===== src/rtl/mem_copy_dma_if.sv =====
// Control and memory-initiator signals of the block copy / fill engine.
// master is the engine side; slave is the host plus RAM side.
interface mem_copy_dma_if;
  logic        Start;
  logic [15:0] SrcAddr;
  logic [15:0] DstAddr;
  logic [15:0] Length;
  logic        Fill;
  logic [7:0]  FillByte;
  logic        Busy;
  logic        Done;
  logic        MemWE;
  logic [15:0] MemAddress;
  logic [7:0]  MemDataOut;
  logic [7:0]  MemDataIn;

  modport master (
    input  Start, SrcAddr, DstAddr, Length, Fill, FillByte, MemDataIn,
    output Busy, Done, MemWE, MemAddress, MemDataOut
  );

  modport slave (
    output Start, SrcAddr, DstAddr, Length, Fill, FillByte, MemDataIn,
    input  Busy, Done, MemWE, MemAddress, MemDataOut
  );
endinterface


===== src/rtl/mem_copy_dma.sv =====
// Byte-block copy engine mastering a synchronous RAM, two clocks per byte.
// Define MEM_COPY_FILL_EN to add the one-clock-per-byte constant fill mode.
module mem_copy_dma (
  input  logic            CLK,
  input  logic            RST,
  mem_copy_dma_if.master  bus
);

  typedef enum logic [1:0] {IDLE, READ, WRITE} state_t;

  state_t      r_state;
  state_t      w_nextState;
  logic [15:0] r_src;
  logic [15:0] r_dst;
  logic [15:0] r_count;
  logic [15:0] r_memAddress;
  logic        r_memWE;
  logic        r_done;
  logic [15:0] w_nextSrc;
  logic [15:0] w_nextDst;
  logic [15:0] w_nextCount;
  logic [15:0] w_nextMemAddress;
  logic        w_nextMemWE;
  logic        w_nextDone;
  logic        w_capture;
  logic        w_startFill;
  logic        w_fillMode;

`ifdef MEM_COPY_FILL_EN
  logic        r_fill;
  logic [7:0]  r_fillByte;

  assign w_startFill = bus.Fill;
  assign w_fillMode  = r_fill;

  always_ff @(posedge CLK or posedge RST) begin
    if (RST) begin
      r_fill     <= 1'b0;
      r_fillByte <= 8'h00;
    end else if (w_capture) begin
      r_fill     <= bus.Fill;
      r_fillByte <= bus.FillByte;
    end
  end

  assign bus.MemDataOut = (r_fill && (r_state == WRITE)) ? r_fillByte : bus.MemDataIn;
`else
  logic w_unused;

  assign w_startFill    = 1'b0;
  assign w_fillMode     = 1'b0;
  assign w_unused       = ^{bus.Fill, bus.FillByte, w_capture};
  assign bus.MemDataOut = bus.MemDataIn;
`endif

  always_ff @(posedge CLK or posedge RST) begin
    if (RST) begin
      r_state      <= IDLE;
      r_src        <= 16'h0000;
      r_dst        <= 16'h0000;
      r_count      <= 16'h0000;
      r_memAddress <= 16'h0000;
      r_memWE      <= 1'b0;
      r_done       <= 1'b0;
    end else begin
      r_state      <= w_nextState;
      r_src        <= w_nextSrc;
      r_dst        <= w_nextDst;
      r_count      <= w_nextCount;
      r_memAddress <= w_nextMemAddress;
      r_memWE      <= w_nextMemWE;
      r_done       <= w_nextDone;
    end
  end

  // Bus address and write enable are computed for the state being entered,
  // so they are valid for the whole cycle that follows the edge.
  always_comb begin
    w_nextState      = r_state;
    w_nextSrc        = r_src;
    w_nextDst        = r_dst;
    w_nextCount      = r_count;
    w_nextMemAddress = 16'h0000;
    w_nextMemWE      = 1'b0;
    w_nextDone       = 1'b0;
    w_capture        = 1'b0;

    case (r_state)
      IDLE: begin
        if (bus.Start) begin
          if (bus.Length != 16'h0000) begin
            w_capture   = 1'b1;
            w_nextSrc   = bus.SrcAddr;
            w_nextDst   = bus.DstAddr;
            w_nextCount = bus.Length;
            if (w_startFill) begin
              w_nextState      = WRITE;
              w_nextMemAddress = bus.DstAddr;
              w_nextMemWE      = 1'b1;
            end else begin
              w_nextState      = READ;
              w_nextMemAddress = bus.SrcAddr;
            end
          end else begin
            w_nextDone = 1'b1;
          end
        end
      end

      READ: begin
        w_nextState      = WRITE;
        w_nextMemAddress = r_dst;
        w_nextMemWE      = 1'b1;
      end

      WRITE: begin
        w_nextSrc   = r_src + 16'd1;
        w_nextDst   = r_dst + 16'd1;
        w_nextCount = r_count - 16'd1;
        if (r_count == 16'd1) begin
          w_nextState = IDLE;
          w_nextDone  = 1'b1;
        end else if (w_fillMode) begin
          w_nextState      = WRITE;
          w_nextMemAddress = r_dst + 16'd1;
          w_nextMemWE      = 1'b1;
        end else begin
          w_nextState      = READ;
          w_nextMemAddress = r_src + 16'd1;
        end
      end

      default: begin
        w_nextState = IDLE;
      end
    endcase
  end

  assign bus.Busy       = (r_state != IDLE);
  assign bus.Done       = r_done;
  assign bus.MemWE      = r_memWE;
  assign bus.MemAddress = r_memAddress;

endmodule


===== src/flat_wrapper.sv =====
// flat-port wrapper written by rule: the top's interface ports become plain ports
module mem_copy_dma_flat 
  (CLK, RST, bus_Start, bus_SrcAddr, bus_DstAddr, bus_Length, bus_Fill, bus_FillByte, bus_MemDataIn, bus_Busy, bus_Done, bus_MemWE, bus_MemAddress, bus_MemDataOut);
  mem_copy_dma_if bus_i ();
  input  logic CLK;
  input  logic RST;
  input wire logic [$bits(bus_i.Start)-1:0] bus_Start;
  input wire logic [$bits(bus_i.SrcAddr)-1:0] bus_SrcAddr;
  input wire logic [$bits(bus_i.DstAddr)-1:0] bus_DstAddr;
  input wire logic [$bits(bus_i.Length)-1:0] bus_Length;
  input wire logic [$bits(bus_i.Fill)-1:0] bus_Fill;
  input wire logic [$bits(bus_i.FillByte)-1:0] bus_FillByte;
  input wire logic [$bits(bus_i.MemDataIn)-1:0] bus_MemDataIn;
  output wire logic [$bits(bus_i.Busy)-1:0] bus_Busy;
  output wire logic [$bits(bus_i.Done)-1:0] bus_Done;
  output wire logic [$bits(bus_i.MemWE)-1:0] bus_MemWE;
  output wire logic [$bits(bus_i.MemAddress)-1:0] bus_MemAddress;
  output wire logic [$bits(bus_i.MemDataOut)-1:0] bus_MemDataOut;
  assign bus_i.Start = bus_Start;
  assign bus_i.SrcAddr = bus_SrcAddr;
  assign bus_i.DstAddr = bus_DstAddr;
  assign bus_i.Length = bus_Length;
  assign bus_i.Fill = bus_Fill;
  assign bus_i.FillByte = bus_FillByte;
  assign bus_i.MemDataIn = bus_MemDataIn;
  assign bus_Busy = bus_i.Busy;
  assign bus_Done = bus_i.Done;
  assign bus_MemWE = bus_i.MemWE;
  assign bus_MemAddress = bus_i.MemAddress;
  assign bus_MemDataOut = bus_i.MemDataOut;
  mem_copy_dma u_core (.CLK(CLK), .RST(RST), .bus(bus_i));
endmodule

===== config.mk =====
export PLATFORM = sky130hd
export DESIGN_NAME = mem_copy_dma_flat
export DESIGN_NICKNAME = d
export VERILOG_FILES = /design/src/rtl/mem_copy_dma_if.sv /design/src/rtl/mem_copy_dma.sv /design/src/flat_wrapper.sv
export SDC_FILE = /design/constraint.sdc
export NUM_CORES = 1
export LEC_CHECK = 0
export ABC_AREA = 1
export CORE_MARGIN = 2
export CORE_UTILIZATION = 30
export DETAILED_ROUTE_END_ITERATION = 7
export HOLD_SLACK_MARGIN = 0.1
export MAX_ROUTING_LAYER = met4
export PLACE_DENSITY = 0.6
export SKIP_CTS_REPAIR_TIMING = 1
export SLEW_MARGIN = 20
export SYNTH_ARGS = -nofsm -noshare
export SYNTH_HDL_FRONTEND = slang
export SYNTH_SLANG_ARGS = --single-unit

===== constraint.sdc =====
create_clock -name CLK -period 2.73 [get_ports CLK]
set_clock_uncertainty 0.1 [all_clocks]
set_input_delay 0.546 -clock CLK [delete_from_list [all_inputs] [get_ports CLK]]
set_output_delay 0.546 -clock CLK [all_outputs]
set_load 0.01 [all_outputs]

Word level (Yosys, flattened, before mapping)

Index checks and enable logic that the tools add are counted.

Equal/unequal tests: 5
Reductions and logical operators: 6
Muxes and demuxes: 22
Add/sub/neg operators: 3

Operators by type and width:

| kind                  | count |
|---|---|
| $mux 16               | 9 |
| $pmux 16 s2           | 3 |
| $pmux 16 s3           | 1 |
| $add 16x1->16 const B | 2 |
| $eq 16x1->1 const B   | 1 |
| $reduce_bool 16->1    | 1 |
| $sub 16x1->16 const B | 1 |
| $pmux 2 s3            | 1 |
| $mux 1                | 5 |
| $mux 2                | 2 |
| $reduce_bool 2->1     | 2 |
| $reduce_and 3->1      | 1 |
| $eq 2x1->1 const B    | 1 |
| $eq 2x2->1 const B    | 1 |
| $logic_not 2->1       | 1 |
| $ne 2x1->1 const B    | 1 |
| $ne 2x2->1 const B    | 1 |
| $pmux 1 s2            | 1 |
| $reduce_and 2->1      | 1 |

Bits in registers: 68
Bits of input ports: 68
Output and inout bits: 27

Logic depth before layout (Yosys ltp)

Gate-level depths: netlist of run 1.

Depth in word-level cells: 4
Gate-level depth with buffers: 10
Depth with buffers taken out: 10

Least setup slack after synthesis of run 1

OpenSTA, ideal clock, no wires.

Path kind: input port to flip-flop
Start: input bus_Length[15]
End: register u_core.r_state[0]
Data required time: 2.503 ns
Path buffers: 0
Arrival: 1.375 ns
Setup time: 0.127 ns
Slack: 1.128 ns
Stages on the path: 7
Path through: nor2_1 > nand2_1 > nor2_1 > nand2_1 > nand3_2 > inv_2 > or2_2

Cells in the longest elaborated chain, start to end: 3

Ends and longest elaborated chain:

| item                              | line               | source |
|---|---|---|
| start: declaration                | flat_wrapper.sv:10 | `input wire logic [$bits(bus_i.Length)-1:0] bus_Length;` |
| $reduce_bool 16->1                | mem_copy_dma.sv:91 | `if (bus.Length != 16'h0000) begin` |
| $ne 2x1->1 (no source line)       | n/a                |  |
| $reduce_and 2->1 (no source line) | n/a                |  |
| end signal: assignment            | mem_copy_dma.sv:66 | `r_state <= w_nextState;` |
| end: declaration                  | mem_copy_dma.sv:11 | `state_t r_state;` |

No other way between the ends.
A chain may end at the register's enable or synchronous reset.

Worst setup path in the final report of run 1

Start: register u_core.r_state[1]
End: output bus_Busy

Cells in the longest elaborated chain, start to end: 1

Ends and longest elaborated chain:

| item              | line                | source |
|---|---|---|
| $reduce_bool 2->1 | mem_copy_dma.sv:139 | `assign bus.Busy = (r_state != IDLE);` |
| end: declaration  | flat_wrapper.sv:14  | `output wire logic [$bits(bus_i.Busy)-1:0] bus_Busy;` |

No other way between the ends.

==> flow_summary.yaml, run 1 <==
synthesis:
  seq_area_frac_synth: 0.373
  async_flop_share: 1.00
  yosys.area_share.adder: 0.0110
  synth.avg_cell_area_um2: 6.65
  netlist_area_um2: 4560
  synth_top_family_by_area: "simple AND/OR/NAND/NOR gates"
  syn-num-nets: 758
  yosys.area_share.simple: 0.442
  synth_compound_area_frac: 0.0823
  synth-edff-count: 0
  syn_inst: 686
  synth_seq_cells: 68
  synthMuxAreaShare: 0
  synth_flop_cell: "dfrtp_1"
  ys_warn_count: 0
  synth-xor-area-share: 0.00384
  synth_cell_types: 36
cts:
  htreeDepth: 3
  cts_made_buffers: 9
  max-clock-path-buffers: 2
  cts_tree: "done"
  cts_sinks: 68
  cts_root_buf: "clkbuf_16"
  clk_latency_ns: 0.34
  clk_pin_slew_ns: 0.06
global_routing:
  track_usage: 0.171
  grt_overflow_total: 0
  antenna_found_initial: 0
  grt_max_degree: 69
  first_global_vias: 4189
  grt_pass1_wl_um: 21200
route:
  postRouteAntennaNets: 0
  drt-initial-drc-count: 332
  drt-pass1-iter-count: 5
  wire_per_inst_um: 13.6
  dr_total_vias: 4416
  wl_um: 12800
  routed_via_density: 4.71
  drcViolationCount: 0
floorplan:
  core_um2: 15000
  die_x_um: 127
  top_level_ports: 95
  start_util: 0.303
  dieArea_um2: 16200
  die_y_um: 127
  rows: 45
timing:
  drv_slew: 0
  hold_violations: 0
  tns_ns: 0
  worst_pin_slew_ns: 0.825
  fin_crit_ns: 2.34
  setup_viol: 0
  grt_setup_unrepaired: "no"
  fmax_mhz: 427
  finalCritPeriodShare: 0.857
  final.setup.worst_slack_ns: 0.391
  relSlewSlack: 0.450
layout:
  final_util: 0.377
  n_antenna_cell: 0
  layout-drive-gt1-share: 0.0920
  nets: 817
  syn_to_final_growth_pct: 24.2
  final_area_um2: 5660
hold_path:
  hp-class: "reg -> reg"
setup_path:
  worstSetupStartpointType: "flop"
  cp-end-kind: "output port"
  path_cells: "nor2_4 > inv_2 > clkdlybuf4s50_1"
  cp_slowest_stage_delay_ns: 0.63
  slowest_stage: "dfrtp_1"
  cp_max_fo: 9
  required_ns: 2.08
  critical-path-top-delay-family: "flip-flops"
  cp.arrival_ns: 1.69
  path_class: "reg -> out"
  critPathBufInv: 2
power_and_ir_drop:
  leakagePower_uw: 0.00270
  powerDensity_nw_per_um2: 1120
  ir_drop_uv: 576
place:
  place_congestion: 0.869
  dp_hpwl_um: 9080
  pre_cts_ws_ns: 0.151
  numPortBuffers: 69
  placed_cell_area_um2: 5350
outcome:
  outcome: "finished, final reports clean"
run:
  maxCapViolCount: 0
[metal layers]
| metal | share of wire | up-vias | track usage | wire length [um] |
|---|---|---|---|---|
| met5 | 0 | - | - | 0 |
| met4 | 0.028 | 0 | 0.0718 | 353 |
| met3 | 0.049 | 28 | 0.0343 | 624 |
| met2 | 0.44 | 117 | 0.257 | 5610 |
| met1 | 0.48 | 1975 | 0.225 | 6170 |
| li1 | - | 2296 | - | - |
[layout by cell type (no fill, tap or decap), types with 2 or more instances in the layout]
cell type        netlist  routed
bufinv_16              0       2
o21bai_1               2       2
clkbuf_16              0       9
nor2_4                 2       2
clkinv_2               0       3
buf_4                 10       6
inv_1                 46      45
nand3b_1               4       4
or2_2                  3       3
nor2_1                75      75
o21ai_2               20      20
nor2_2                 2       2
ha_1                   4       4
nor3_1                 4       4
dfrtp_1               68      68
nand4_1               14      14
inv_2                  4       5
nand2_2               10      10
a22oi_1                3       3
nand3_1               72      72
clkdlybuf4s50_1        0      69
nand2_1              289     289
o21ai_0               23      23
[through the flow]
step / hold slack, ns / cells / power, uW
2_1_floorplan: 0.364 / 686 / 4220
3_3_place_gp: 0.385 / 922 / 5050
3_5_place_dp: 0.388 / 922 / 5090
4_1_cts: 0.403 / 938 / 6380
5_1_grt: 0.435 / 938 / 6930
6_report: 0.401 / 938 / 6350
[area by class of cell]
cell class              instances  area (um^2)
repair buffers                 76          756
inverters                      51          194
well taps                     188          235
clock buffers                  11          243
flip-flops and latches         68         1700
fillers                      1599         9370
clock inverters                 5         75.1
multi-input cells             539         2460
[power by group]
| part | switching, uW | internal (uW) | total (uW) |
|---|---|---|---|
| Sequential | 513 | 1500 | 2010 |
| Combinational | 1920 | 1140 | 3060 |
| Clock | 459 | 820 | 1280 |
[flip-flops by register name, summed over array words and instances, names as in the netlist]
register	cells
u_core.bus.Done	1
u_core.bus.MemAddress	16
u_core.bus.MemWE	1
u_core.r_count	16
u_core.r_dst	16
u_core.r_src	16
u_core.r_state	2
[synth_stat cells, types with 3 or more instances]
| cell type | count | area, um^2 |
|---|---|---|
| o21ai_2 | 20 | 175 |
| nand3b_1 | 4 | 30.0 |
| nand4_1 | 14 | 87.6 |
| buf_4 | 10 | 75.1 |
| ha_1 | 4 | 50.1 |
| or2_2 | 3 | 18.8 |
| inv_2 | 4 | 15.0 |
| a22oi_1 | 3 | 22.5 |
| buf_2 | 8 | 40.0 |
| nor3_1 | 4 | 20.0 |
| nand2_1 | 289 | 1080 |
| nand3_1 | 72 | 360 |
| dfrtp_1 | 68 | 1700 |
| o21ai_0 | 23 | 115 |
| nor2_1 | 75 | 282 |
| inv_1 | 46 | 173 |
| buf_6 | 7 | 78.8 |
| nand2_2 | 10 | 62.6 |
[path summary, 6_finish.rpt]
path | endpoint | slack (ns) | start | cells past startpoint
worst max register to register | u_core.bus.MemAddress[2]$_DFF_PP0_ | 0.58 | u_core.r_state[1]$_DFFE_PP0P_ | 7
min in group asynchronous | u_core.r_count[10]$_DFFE_PP0P_ | 0.51 | RST | 3
worst max-delay path | bus_Busy | 0.39 | u_core.r_state[1]$_DFFE_PP0P_ | 3
worst min-delay path | u_core.r_src[15]$_DFFE_PP0P_ | 0.40 | u_core.r_src[15]$_DFFE_PP0P_ | 2
worst min register to register | u_core.r_src[15]$_DFFE_PP0P_ | 0.40 | u_core.r_src[15]$_DFFE_PP0P_ | 2
max in group asynchronous | u_core.r_src[11]$_DFFE_PP0P_ | 1.73 | RST | 3
[cells by family (layout without fill, tap and decap cells)]
logic type | count (synthesis) | in the layout
fa+ha+maj | 4 | 4
flops | 68 | 68
buf+inv | 79 | 143
simple gates | 478 | 478
xor+xnor | 2 | 2
compound gates | 55 | 55
[worst register-to-register path: stages (launching register included)]
cell	delay [ns]
dfrtp_1	0.55
inv_2	0.26
nor2_4	0.05
inv_2	0.37
buf_4	0.30
nor2_1	0.07
a22oi_1	0.25
nand2_1	0.08
Note: power is estimated with default switching activity, not from simulation.
==> inputs of run 2 (changes only) <==
--- a/config.mk
+++ b/config.mk
@@ -8,6 +8,7 @@
 export ABC_AREA = 1
 export CORE_MARGIN = 2
 export CORE_UTILIZATION = 30
+export CTS_CLUSTER_SIZE = 14
 export DETAILED_ROUTE_END_ITERATION = 7
 export HOLD_SLACK_MARGIN = 0.1
 export MAX_ROUTING_LAYER = met4
==> results of run 2 <==
No change in the layout: final DEF, timing and power equal those of run 1.
==> inputs of run 3 (changes only) <==
--- a/config.mk
+++ b/config.mk
@@ -7,12 +7,12 @@
 export LEC_CHECK = 0
 export ABC_AREA = 1
 export CORE_MARGIN = 2
-export CORE_UTILIZATION = 30
+export CORE_UTILIZATION = 45
 export CTS_CLUSTER_SIZE = 14
 export DETAILED_ROUTE_END_ITERATION = 7
 export HOLD_SLACK_MARGIN = 0.1
 export MAX_ROUTING_LAYER = met4
-export PLACE_DENSITY = 0.6
+export PLACE_DENSITY = 0.8
 export SKIP_CTS_REPAIR_TIMING = 1
 export SLEW_MARGIN = 20
 export SYNTH_ARGS = -nofsm -noshare
==> run 3 against run 2 <==
Compared with the run above: die area fell by 32%; highest routed layer unchanged; critical path depth unchanged; worst hold slack better by 0.014 ns; fmax about the same; combinational power about the same; final cell count decreased by 6.0%.
==> flow_summary.yaml, run 3 (synthesized netlist as in run 1, its figures left out) <==
layout:
  syn_to_final_growth_pct: 20.7
  n_antenna_cell: 0
  final_area_um2: 5510
  final_common_cell: "nand2_1"
  layout_common_cells: "nand2_1 (289), nor2_1 (75), nand3_1 (72)"
  final_util: 0.561
  layout-drive-gt1-share: 0.0921
  nets: 816
  final.fill_count: 979
cts:
  cts_made_buffers: 9
  cts_tree: "done"
  clk_pin_slew_ns: 0.07
  htreeDepth: 3
  max-clock-path-buffers: 2
  clk_latency_ns: 0.35
  cts_root_buf: "clkbuf_8"
  cts_sinks: 68
global_routing:
  grt_max_degree: 69
  antenna_found_initial: 0
  grt_busiest_layer: "met2"
  track_usage: 0.238
  grt_overflow_total: 0
  first_global_vias: 4423
  met1_usage: 0.310
  use_met3: 0.0356
  use_met2: 0.382
  grt_pass1_wl_um: 20700
power_and_ir_drop:
  ir_drop_uv: 477
  power.total_uw: 6060
  leakagePower_uw: 0.00266
  seqPwrFrac: 0.330
  combPwrFrac: 0.508
  swShare: 0.471
  power_frac_clock: 0.163
  netSwitchingPower_uw: 2860
  powerDensity_nw_per_um2: 1100
  p_int_uw: 3200
timing:
  relSlewSlack: 0.459
  fmax_mhz: 428
  fin_crit_ns: 2.34
  worst_pin_slew_ns: 0.811
  hold_violations: 0
  setup_viol: 0
  tns_ns: 0
  drv_slew: 0
  fin_hold_ws_ns: 0.415
  finalCritPeriodShare: 0.856
  grt_setup_unrepaired: "no"
floorplan:
  top_level_ports: 95
  die_x_um: 105
  rows: 36
  die_y_um: 105
  start_util: 0.464
  dieArea_um2: 11000
  core_um2: 9820
route:
  routed_via_density: 5.32
  drt-initial-drc-count: 285
  drt-pass1-iter-count: 7
  postRouteAntennaNets: 0
  wl_um: 12300
  dr_total_vias: 4689
  wire_per_inst_um: 13.9
  drcViolationCount: 0
setup_path:
  slowest_stage: "dfrtp_1"
  cp_max_fo: 9
  path_class: "reg -> out"
  path_cells: "nor2_4 > inv_2 > clkdlybuf4s50_1"
  cp.arrival_ns: 1.69
  cp_slowest_stage_delay_ns: 0.64
  cp-end-kind: "output port"
  required_ns: 2.08
  worstSetupStartpointType: "flop"
place:
  numPortBuffers: 69
  placed_cell_area_um2: 5270
  place_congestion: 0.918
  dp_hpwl_um: 8780
run:
  maxCapViolCount: 0
outcome:
  outcome: "finished, final reports clean"
hold_path:
  hp-class: "reg -> reg"
[run 3: cell types whose count changed in the layout (fill, tap and decap cells not counted)]
| cell | before | now |
|---|---|---|
| buf_4 | 6 | 5 |
| clkinv_2 | 3 | 2 |
| clkbuf_16 | 9 | 0 |
| clkbuf_1 | 1 | 0 |
| clkbuf_8 | 1 | 12 |
[run 3: power groups by stage]
stage	clock network (uW)	registers [uW]	logic [uW]
2_1_floorplan	0	1900	2320
3_3_place_gp	0	1980	2930
3_5_place_dp	0	1990	3050
4_1_cts	992	1980	3060
5_1_grt	1030	2080	3470
6_report	986	2000	3080
[run 3: final timing paths]
path                                          startpoint                                 end  slack [ns]  depth (start not counted)
setup / recovery           u_core.r_state[1]$_DFFE_PP0P_                            bus_Busy        0.39                          3
min in group asynchronous                            RST  u_core.bus.MemAddress[0]$_DFF_PP0_        0.48                          3
hold reg to reg             u_core.r_src[15]$_DFFE_PP0P_        u_core.r_src[15]$_DFFE_PP0P_        0.41                          2
hold / removal              u_core.r_src[15]$_DFFE_PP0P_        u_core.r_src[15]$_DFFE_PP0P_        0.41                          2
max in group asynchronous                            RST        u_core.r_dst[15]$_DFFE_PP0P_        1.74                          3
setup reg to reg           u_core.r_state[1]$_DFFE_PP0P_        u_core.r_dst[11]$_DFFE_PP0P_        0.52                          7
[run 3: layout make-up]
class / count / area (um^2) / share of cell area
multi-input combinational: 539 / 2460 / 0.447
timing repair buffer: 75 / 748 / 0.136
tap: 133 / 166 / 0.0302
sequential: 68 / 1700 / 0.309
clock inverter: 4 / 70.1 / 0.0127
inverter: 51 / 194 / 0.0352
clock buffer: 12 / 165 / 0.0300
[run 3: worst max-delay path, delay by kind of cell (launching register included)]
family,cells,cell delay [ns]
flops,1,0.64
simple gates,1,0.10
buf+inv,2,0.60
[run 3: metal layers]
layer	up-vias	wire length, um
met2	175	5910
li1	2292	-
met3	19	753
met5	-	0
met1	2203	5360
met4	0	233
[run 3: through the flow]
stage,instances,setup slack [ns]
final,882,0.392
after global routing,882,0.351
after CTS,882,0.396
after detailed placement,866,0.166
after global placement,866,0.249
after floorplan,686,0.372
